==> config.mk <==
export PLATFORM = sky130hd
export DESIGN_NAME = btn_event_scheduler_flat
export DESIGN_NICKNAME = d
export VERILOG_FILES = /design/src/rtl/btn_event_if.sv /design/src/rtl/btn_event_scheduler.sv /design/src/flat_wrapper.sv
export SDC_FILE = /design/constraint.sdc
export NUM_CORES = 1
export LEC_CHECK = 0
export ABC_AREA = 1
export BUFFER_PORTS_ARGS = -buffer_cell sky130_fd_sc_hd__buf_4
export CORE_MARGIN = 1.5
export CORE_UTILIZATION = 45
export DETAILED_ROUTE_END_ITERATION = 7
export HOLD_SLACK_MARGIN = 0.1
export PLACE_DENSITY = 0.7
export SLEW_MARGIN = 15
export SYNTH_ARGS = -nofsm -noshare
export SYNTH_HDL_FRONTEND = slang
export SYNTH_SLANG_ARGS = --single-unit
==> constraint.sdc <==
create_clock -name clock1 -period 8 [get_ports clock1]
set_input_delay 1.2 -clock clock1 [delete_from_list [all_inputs] [get_ports clock1]]
set_output_delay 1.2 -clock clock1 [all_outputs]
set_load 0.1 [all_outputs]
==> src/rtl/btn_event_if.sv <==
// Event channel between the button scheduler and its consumer.
// The producer drives valid/btn/type and the consumer drives ready.
interface btn_event_if #(
    parameter int N_BTN = 4
);
    localparam int BTN_W = (N_BTN > 1) ? $clog2(N_BTN) : 1;

    logic             event_valid;
    logic             event_ready;
    logic [BTN_W-1:0] event_btn;
    logic [1:0]       event_type;

    modport master (output event_valid, output event_btn, output event_type, input event_ready);
    modport slave  (input event_valid, input event_btn, input event_type, output event_ready);
endinterface

==> src/rtl/btn_event_scheduler.sv <==
// Debounces N_BTN raw buttons on one shared sample tick, runs a press/hold/release
// FSM per button and serialises the resulting events round-robin onto one channel.
module btn_event_scheduler #(
    parameter int N_BTN        = 4,
    parameter int CLK_DIV      = 100000,
    parameter int STABLE_CNT   = 8,
    parameter int HOLD_TICKS   = 500,
    parameter int REPEAT_TICKS = 100
) (
    input  logic             clock1,
    input  logic             reset,
    input  logic [N_BTN-1:0] buttons,
    output logic [N_BTN-1:0] btn_level,
    output logic             overflow,
    btn_event_if.master      ev
);
    localparam int BTN_W    = (N_BTN > 1) ? $clog2(N_BTN) : 1;
    localparam int TICK_W   = $clog2(CLK_DIV);
    localparam int CNT_W    = $clog2(STABLE_CNT + 1);
    localparam int HCNT_MAX = (HOLD_TICKS > REPEAT_TICKS) ? HOLD_TICKS : REPEAT_TICKS;
    localparam int HCNT_W   = $clog2(HCNT_MAX + 1);

    localparam int EV_PRESS   = 0;
    localparam int EV_LONG    = 1;
    localparam int EV_REPEAT  = 2;
    localparam int EV_RELEASE = 3;

    typedef enum logic [2:0] {
        S_IDLE, S_ARMING, S_PRESSED, S_HELD, S_RELEASING
    } state_e;

    logic [N_BTN-1:0]   meta_q, sync_q;
    logic [TICK_W-1:0]  tick_q;
    logic               tick;

    state_e             state_q [N_BTN];
    state_e             state_d [N_BTN];
    logic [CNT_W-1:0]   cnt_q   [N_BTN];
    logic [CNT_W-1:0]   cnt_d   [N_BTN];
    logic [HCNT_W-1:0]  hcnt_q  [N_BTN];
    logic [HCNT_W-1:0]  hcnt_d  [N_BTN];
    logic [N_BTN-1:0]   origin_q, origin_d;   // 1 = RELEASING was entered from HELD

    logic [4*N_BTN-1:0] pend_q, pend_d, ev_set, clr, avail;
    logic               ovf_q, ovf_d;
    logic               valid_q, valid_d;
    logic [BTN_W-1:0]   btn_q, btn_d, ptr_q, ptr_d, ptr_eff;
    logic [1:0]         type_q, type_d;
    logic               grant;

    assign tick = (tick_q == TICK_W'(CLK_DIV - 1));

    // Per-button debounce FSM.
    // NOTE: every signal driven here gets a default before any branch, so no latch is inferred.
    always_comb begin
        ev_set   = '0;
        origin_d = origin_q;
        for (int b = 0; b < N_BTN; b++) begin
            state_d[b] = state_q[b];
            cnt_d[b]   = cnt_q[b];
            hcnt_d[b]  = hcnt_q[b];
            if (tick) begin
                unique case (state_q[b])
                    S_IDLE: if (sync_q[b]) begin
                        if (STABLE_CNT == 1) begin
                            state_d[b] = S_PRESSED;
                            hcnt_d[b]  = '0;
                            ev_set[b*4 + EV_PRESS] = 1'b1;
                        end else begin
                            state_d[b] = S_ARMING;
                            cnt_d[b]   = CNT_W'(1);
                        end
                    end
                    S_ARMING: begin
                        if (!sync_q[b]) begin
                            state_d[b] = S_IDLE;
                            cnt_d[b]   = '0;
                        end else if (cnt_q[b] + CNT_W'(1) == CNT_W'(STABLE_CNT)) begin
                            state_d[b] = S_PRESSED;
                            cnt_d[b]   = '0;
                            hcnt_d[b]  = '0;
                            ev_set[b*4 + EV_PRESS] = 1'b1;
                        end else begin
                            cnt_d[b] = cnt_q[b] + CNT_W'(1);
                        end
                    end
                    S_PRESSED, S_HELD: begin
                        if (!sync_q[b]) begin
                            origin_d[b] = (state_q[b] == S_HELD);
                            hcnt_d[b]   = '0;
                            if (STABLE_CNT == 1) begin
                                state_d[b] = S_IDLE;
                                ev_set[b*4 + EV_RELEASE] = 1'b1;
                            end else begin
                                state_d[b] = S_RELEASING;
                                cnt_d[b]   = CNT_W'(1);
                            end
                        end else if (state_q[b] == S_PRESSED) begin
                            if (hcnt_q[b] + HCNT_W'(1) == HCNT_W'(HOLD_TICKS)) begin
                                state_d[b] = S_HELD;
                                hcnt_d[b]  = '0;
                                ev_set[b*4 + EV_LONG] = 1'b1;
                            end else begin
                                hcnt_d[b] = hcnt_q[b] + HCNT_W'(1);
                            end
                        end else if (hcnt_q[b] + HCNT_W'(1) == HCNT_W'(REPEAT_TICKS)) begin
                            hcnt_d[b] = '0;
                            ev_set[b*4 + EV_REPEAT] = 1'b1;
                        end else begin
                            hcnt_d[b] = hcnt_q[b] + HCNT_W'(1);
                        end
                    end
                    S_RELEASING: begin
                        if (sync_q[b]) begin
                            state_d[b] = origin_q[b] ? S_HELD : S_PRESSED;
                            cnt_d[b]   = '0;
                            hcnt_d[b]  = '0;
                        end else if (cnt_q[b] + CNT_W'(1) == CNT_W'(STABLE_CNT)) begin
                            state_d[b] = S_IDLE;
                            cnt_d[b]   = '0;
                            ev_set[b*4 + EV_RELEASE] = 1'b1;
                        end else begin
                            cnt_d[b] = cnt_q[b] + CNT_W'(1);
                        end
                    end
                    default: state_d[b] = S_IDLE;
                endcase
            end
        end
    end

    always_comb begin
        for (int b = 0; b < N_BTN; b++) begin
            btn_level[b] = (state_q[b] == S_PRESSED) || (state_q[b] == S_HELD) ||
                           (state_q[b] == S_RELEASING);
        end
    end

    // Pending bits and the registered round-robin output stage.
    always_comb begin
        int idx;
        logic found;
        grant = valid_q && ev.event_ready;
        clr   = '0;
        if (grant) clr[int'(btn_q)*4 + int'(type_q)] = 1'b1;

        // A set in the same cycle as its grant-clear wins and is not an overflow.
        pend_d = (pend_q & ~clr) | ev_set;
        ovf_d  = ovf_q | (|(ev_set & pend_q & ~clr));
        avail  = pend_q & ~clr;

        if (grant) ptr_eff = (int'(btn_q) == N_BTN - 1) ? '0 : btn_q + BTN_W'(1);
        else       ptr_eff = ptr_q;
        ptr_d = ptr_eff;

        valid_d = valid_q;
        btn_d   = btn_q;
        type_d  = type_q;
        found   = 1'b0;
        idx     = 0;
        if (!valid_q || grant) begin
            valid_d = 1'b0;
            for (int i = 0; i < N_BTN; i++) begin
                idx = int'(ptr_eff) + i;
                if (idx >= N_BTN) idx = idx - N_BTN;
                if (!found && (|avail[idx*4 +: 4])) begin
                    found   = 1'b1;
                    valid_d = 1'b1;
                    btn_d   = BTN_W'(idx);
                    if      (avail[idx*4 + EV_PRESS])  type_d = 2'(EV_PRESS);
                    else if (avail[idx*4 + EV_LONG])   type_d = 2'(EV_LONG);
                    else if (avail[idx*4 + EV_REPEAT]) type_d = 2'(EV_REPEAT);
                    else                               type_d = 2'(EV_RELEASE);
                end
            end
        end
    end

    // NOTE: state registers use non-blocking assignments so every flop samples pre-edge values.
    always_ff @(posedge clock1 or posedge reset) begin
        if (reset) begin
            meta_q   <= '0;
            sync_q   <= '0;
            tick_q   <= '0;
            origin_q <= '0;
            pend_q   <= '0;
            ovf_q    <= 1'b0;
            valid_q  <= 1'b0;
            btn_q    <= '0;
            type_q   <= '0;
            ptr_q    <= '0;
            for (int b = 0; b < N_BTN; b++) begin
                state_q[b] <= S_IDLE;
                cnt_q[b]   <= '0;
                hcnt_q[b]  <= '0;
            end
        end else begin
            // Two-flop synchroniser: the FSMs only ever look at sync_q.
            meta_q   <= buttons;
            sync_q   <= meta_q;
            tick_q   <= tick ? '0 : tick_q + TICK_W'(1);
            origin_q <= origin_d;
            pend_q   <= pend_d;
            ovf_q    <= ovf_d;
            valid_q  <= valid_d;
            btn_q    <= btn_d;
            type_q   <= type_d;
            ptr_q    <= ptr_d;
            for (int b = 0; b < N_BTN; b++) begin
                state_q[b] <= state_d[b];
                cnt_q[b]   <= cnt_d[b];
                hcnt_q[b]  <= hcnt_d[b];
            end
        end
    end

    assign overflow       = ovf_q;
    assign ev.event_valid = valid_q;
    assign ev.event_btn   = btn_q;
    assign ev.event_type  = type_q;
endmodule
==> src/flat_wrapper.sv <==
// flat-port wrapper written by rule: the top's interface ports become plain ports
module btn_event_scheduler_flat 
#(
    parameter int N_BTN        = 4,
    parameter int CLK_DIV      = 100000,
    parameter int STABLE_CNT   = 8,
    parameter int HOLD_TICKS   = 500,
    parameter int REPEAT_TICKS = 100
)
  (clock1, reset, buttons, btn_level, overflow, ev_event_valid, ev_event_btn, ev_event_type, ev_event_ready);
  btn_event_if #(.N_BTN(N_BTN)) ev_i ();
  input  logic clock1;
  input  logic reset;
  input  logic [N_BTN-1:0] buttons;
  output logic [N_BTN-1:0] btn_level;
  output logic overflow;
  output wire logic [$bits(ev_i.event_valid)-1:0] ev_event_valid;
  output wire logic [$bits(ev_i.event_btn)-1:0] ev_event_btn;
  output wire logic [$bits(ev_i.event_type)-1:0] ev_event_type;
  input wire logic [$bits(ev_i.event_ready)-1:0] ev_event_ready;
  assign ev_event_valid = ev_i.event_valid;
  assign ev_event_btn = ev_i.event_btn;
  assign ev_event_type = ev_i.event_type;
  assign ev_i.event_ready = ev_event_ready;
  btn_event_scheduler #(.N_BTN(N_BTN), .CLK_DIV(CLK_DIV), .STABLE_CNT(STABLE_CNT), .HOLD_TICKS(HOLD_TICKS), .REPEAT_TICKS(REPEAT_TICKS)) u_core (.clock1(clock1), .reset(reset), .buttons(buttons), .btn_level(btn_level), .overflow(overflow), .ev(ev_i));
endmodule
==> impl_results.md <==
- Post-DP HPWL: 12.7 mm
- CP delay by family, top: simple AND/OR/NAND/NOR gates
- Root buffer cell: clkbuf_16
- IO Count: 17
- H-tree Lvls: 4
- Max-capacitance violation count: 0
- Seq/Total Area, Yosys: 38.4%
- Reg clk slew, reported paths: 50 ps
- Met2 routed WL: 7.81 mm
- Cts bufs inserted: 17
- Nets: 1119
- Crit end category: register
- Final setup fails: 0
- Final wirelength: 17.2 mm
- Worst-margin pin slew: 845 ps
- Most common library cells after synthesis: 254 x nand2_1, 152 x inv_1, 133 x nor2_1, 117 x dfrtp_1, 102 x nand3_1
- Clock power frac: 29.6%
- Synth Net Count: 1092
- Worst Path Required: 8300 ps
- Post-synth EDFFs: 0
- Placed insts: 1286
- Share of layout cells above drive strength 1: 7.50%
- Sw frac: 41.5%
- Router iterations before antenna repair: 5
- Post-Synthesis Cell Area: 7630 um^2
- Setup CP Type: primary input to register
- Post-DR vias/cell: 5.16
- Crit-path slowest cell: inv_2
- First-pass GRT wire length: 29.5 mm
- Worst hold path class: register to register
- Area grow syn2layout: 11.3%
- Initial antenna violation count: 0
- Fmax: 0.291 GHz
- DRC Markers: 0
- Met1 Routed Length: 8.06 mm
- Peak supply drop: 0.346 mV
- Util after Layout: 51.2%
- Power Density: 268 nW/um^2
- Psw: 0.945 mW
- Clk Latency, worst-skew pair: 420 ps
- Cell count after synthesis: 1058
- Initial detailed-routing violation count: 499
- Initial core utilization: 46.0%
- Vias after detailed routing: 6782
- Synthesis Warnings: 0
- Leak: 4.15 nW
- Final worst path period share: 42.9%
- Slew Limit Fails: 0
- Comb pwr share: 40.2%
- Startpoint Class: primary input
- Max stage delay on crit path: 410 ps
- Register Area: 2930 um^2
- Worst clock skew: 13.0 ps
- Async set-reset flop share out of synthesis: 100%
- Routed len/inst: 13.1 um
- Flops & latches, synth: 117
- Worst Slack Setup Final: 4570 ps
- Mapped Avg Cell Area: 7.21 um^2
- Final ANT Viol Nets: 0
- Int Power: 1.33 mW
- Tmin final: 3430 ps
- Met3 WL: 1.00 mm
- Most frequent CP cell: nand2_1
- GRT overflow: 0
- Number of setup buffers added after CTS: 0
- Largest cells by area after synthesis: dfrtp_1 38%, nand2_1 12%, inv_1 7.5%, nand3_1 6.7%, nor2_1 6.5%
- Power share of the sequential group: 30.2%
- DR top layer: met4
- CTS hold repair buffers: 0
- PostCTS Resize Cnt: 0
- Multi-input logic area: 4040 um^2
- Placer Congestion: 0.919
- Total Routing Usage GR: 20.5%
- Chip Width: 133 um
- Ys flop type: dfrtp_1
- Top cell type's share of synthesized area: 38.4%
- IO buf count: 16
- Hold Slack: 346 ps
- Max-slew headroom: 43.7%
- Critical-path maximum fanout: 27
- Synth area leader: dfrtp_1
- Setup_tns: 0 ps
- FILL cells: 1609
- # rows: 47
- Post-route insts no fill: 1314
- Pre-CTS setup slack: 4220 ps
- CTS tree: done
- # diodes: 0
- Die Span Y: 133 um
- Yosys cell types: 52
- Final hold vios: 0
- Die footprint: 17700 um^2
- CP cell instances: buf_4, nand2_4, clkinv_1, nand2_2, nand2_4, inv_2, ha_1, inv_1, nand3_1, nand3_1, nand2_2, nor2_4, nand2_1, nor2_2, nand2_2, nand2_1, nand2_1, nand3_1, nand2_1
- Arrival @ worst endpoint: 3730 ps
- Number of global-route vias before repair: 6426
- RSZ-0062 raised after global routing: false
- Largest net degree at the start of global routing: 72
- CP Buf/Inv Count: 4
- Most frequent cell after synthesis: nand2_1
- Status: finished, final reports clean
- Sink Count: 117
- Core Region: 16600 um^2
- CTS Buffer Depth: 2
-- layout make-up --
type / count / area share [%]
clock buffer: 21 / 5.30
clock inverter: 7 / 0.707
inverter: 160 / 7.10
multi-input combinational: 771 / 47.6
sequential: 117 / 34.5
tap: 220 / 3.24
timing repair buffer: 18 / 1.59
-- metal layers --
layer	vias up	global-route usage [%]
met2	170	32.7
met4	0	7.85
li1	3498	-
met5	-	0
met1	3085	26.9
met3	29	5.02
-- worst paths after layout --
| path | start | end | slack [ps] | depth (start not counted) |
|---|---|---|---|---|
| max in group asynchronous | reset | u_core.ev.event_type[0] | 5910 | 3 |
| max reg2reg | u_core.ev.event_btn[0] | u_core.ev.event_btn[0] | 4800 | 19 |
| max | ev_event_ready | u_core.ev.event_btn[0] | 4570 | 19 |
| min in group asynchronous | reset | u_core.hcnt_q[10] | 970 | 2 |
| min reg2reg | u_core.meta_q[1] | u_core.sync_q[1] | 350 | 0 |
| min | u_core.meta_q[1] | u_core.sync_q[1] | 350 | 0 |
-- sequential cells by signal (all words and copies together) (netlist names), 2 cells and up --
name / flops
u_core.state_q: 12
u_core.ptr_q: 2
u_core.origin_q: 4
u_core.tick_q: 17
u_core.cnt_q: 16
u_core.ev.event_btn: 2
u_core.ev.event_type: 2
u_core.meta_q: 4
u_core.pend_q: 16
u_core.sync_q: 4
u_core.hcnt_q: 36
-- layout by cell type (no fill, tap or decap), types with 3 or more instances in the layout --
cell type and instances:
buf_4 18, nor2_2 3, xor2_1 27, nand3b_1 4, a31oi_1 5, a21oi_1 24
nand4_1 18, mux2i_1 4, clkbuf_16 17, nand2_4 3, dfrtp_1 117, nand3_1 102
a211oi_1 5, nor3_1 24, nand2_1 254, inv_1 151, o21ai_1 4, nor2_1 133
nand3_2 3, clkbuf_1 3, nor4_1 4, o211ai_1 5, nand2_2 11, xnor2_1 14
o31ai_1 11, clkinv_2 6, inv_2 6, o22ai_1 10, o21ai_0 47, o2111ai_1 3
ha_1 27
-- worst register-to-register path: cells and delay by family (launching register included) --
family	cells	cell delay (ps)
flops	1	440
buf+inv	2	410
simple gates	15	1480
fa+ha+maj	2	760
-- power groups by stage --
stage | Combinational, mW | Sequential, mW | Clock [mW]
5_1_grt | 1.02 | 0.694 | 0.713
3_5_place_dp | 0.894 | 0.696 | 0
2_1_floorplan | 0.662 | 0.752 | 0
4_1_cts | 0.903 | 0.686 | 0.686
3_3_place_gp | 0.886 | 0.694 | 0
6_report | 0.916 | 0.688 | 0.674
-- metrics by stage --
stage	instance area, um^2	total power [mW]
finish	8490	2.28
global route	8490	2.43
CTS	8490	2.27
detailed placement	7980	1.59
global placement	7980	1.58
floorplan	7630	1.41
-- logic make-up (layout without fill, tap and decap cells) --
family / Yosys count / count (layout) / share of synthesized area, %
simple gates: 568 / 568 / 32.7
buf+inv: 170 / 206 / 8.66
compound gates: 130 / 130 / 10.4
flops: 117 / 117 / 38.4
xor+xnor: 41 / 41 / 4.71
fa+ha+maj: 27 / 27 / 4.43
mux: 5 / 5 / 0.672
Note: power is estimated with default switching activity, not from simulation.
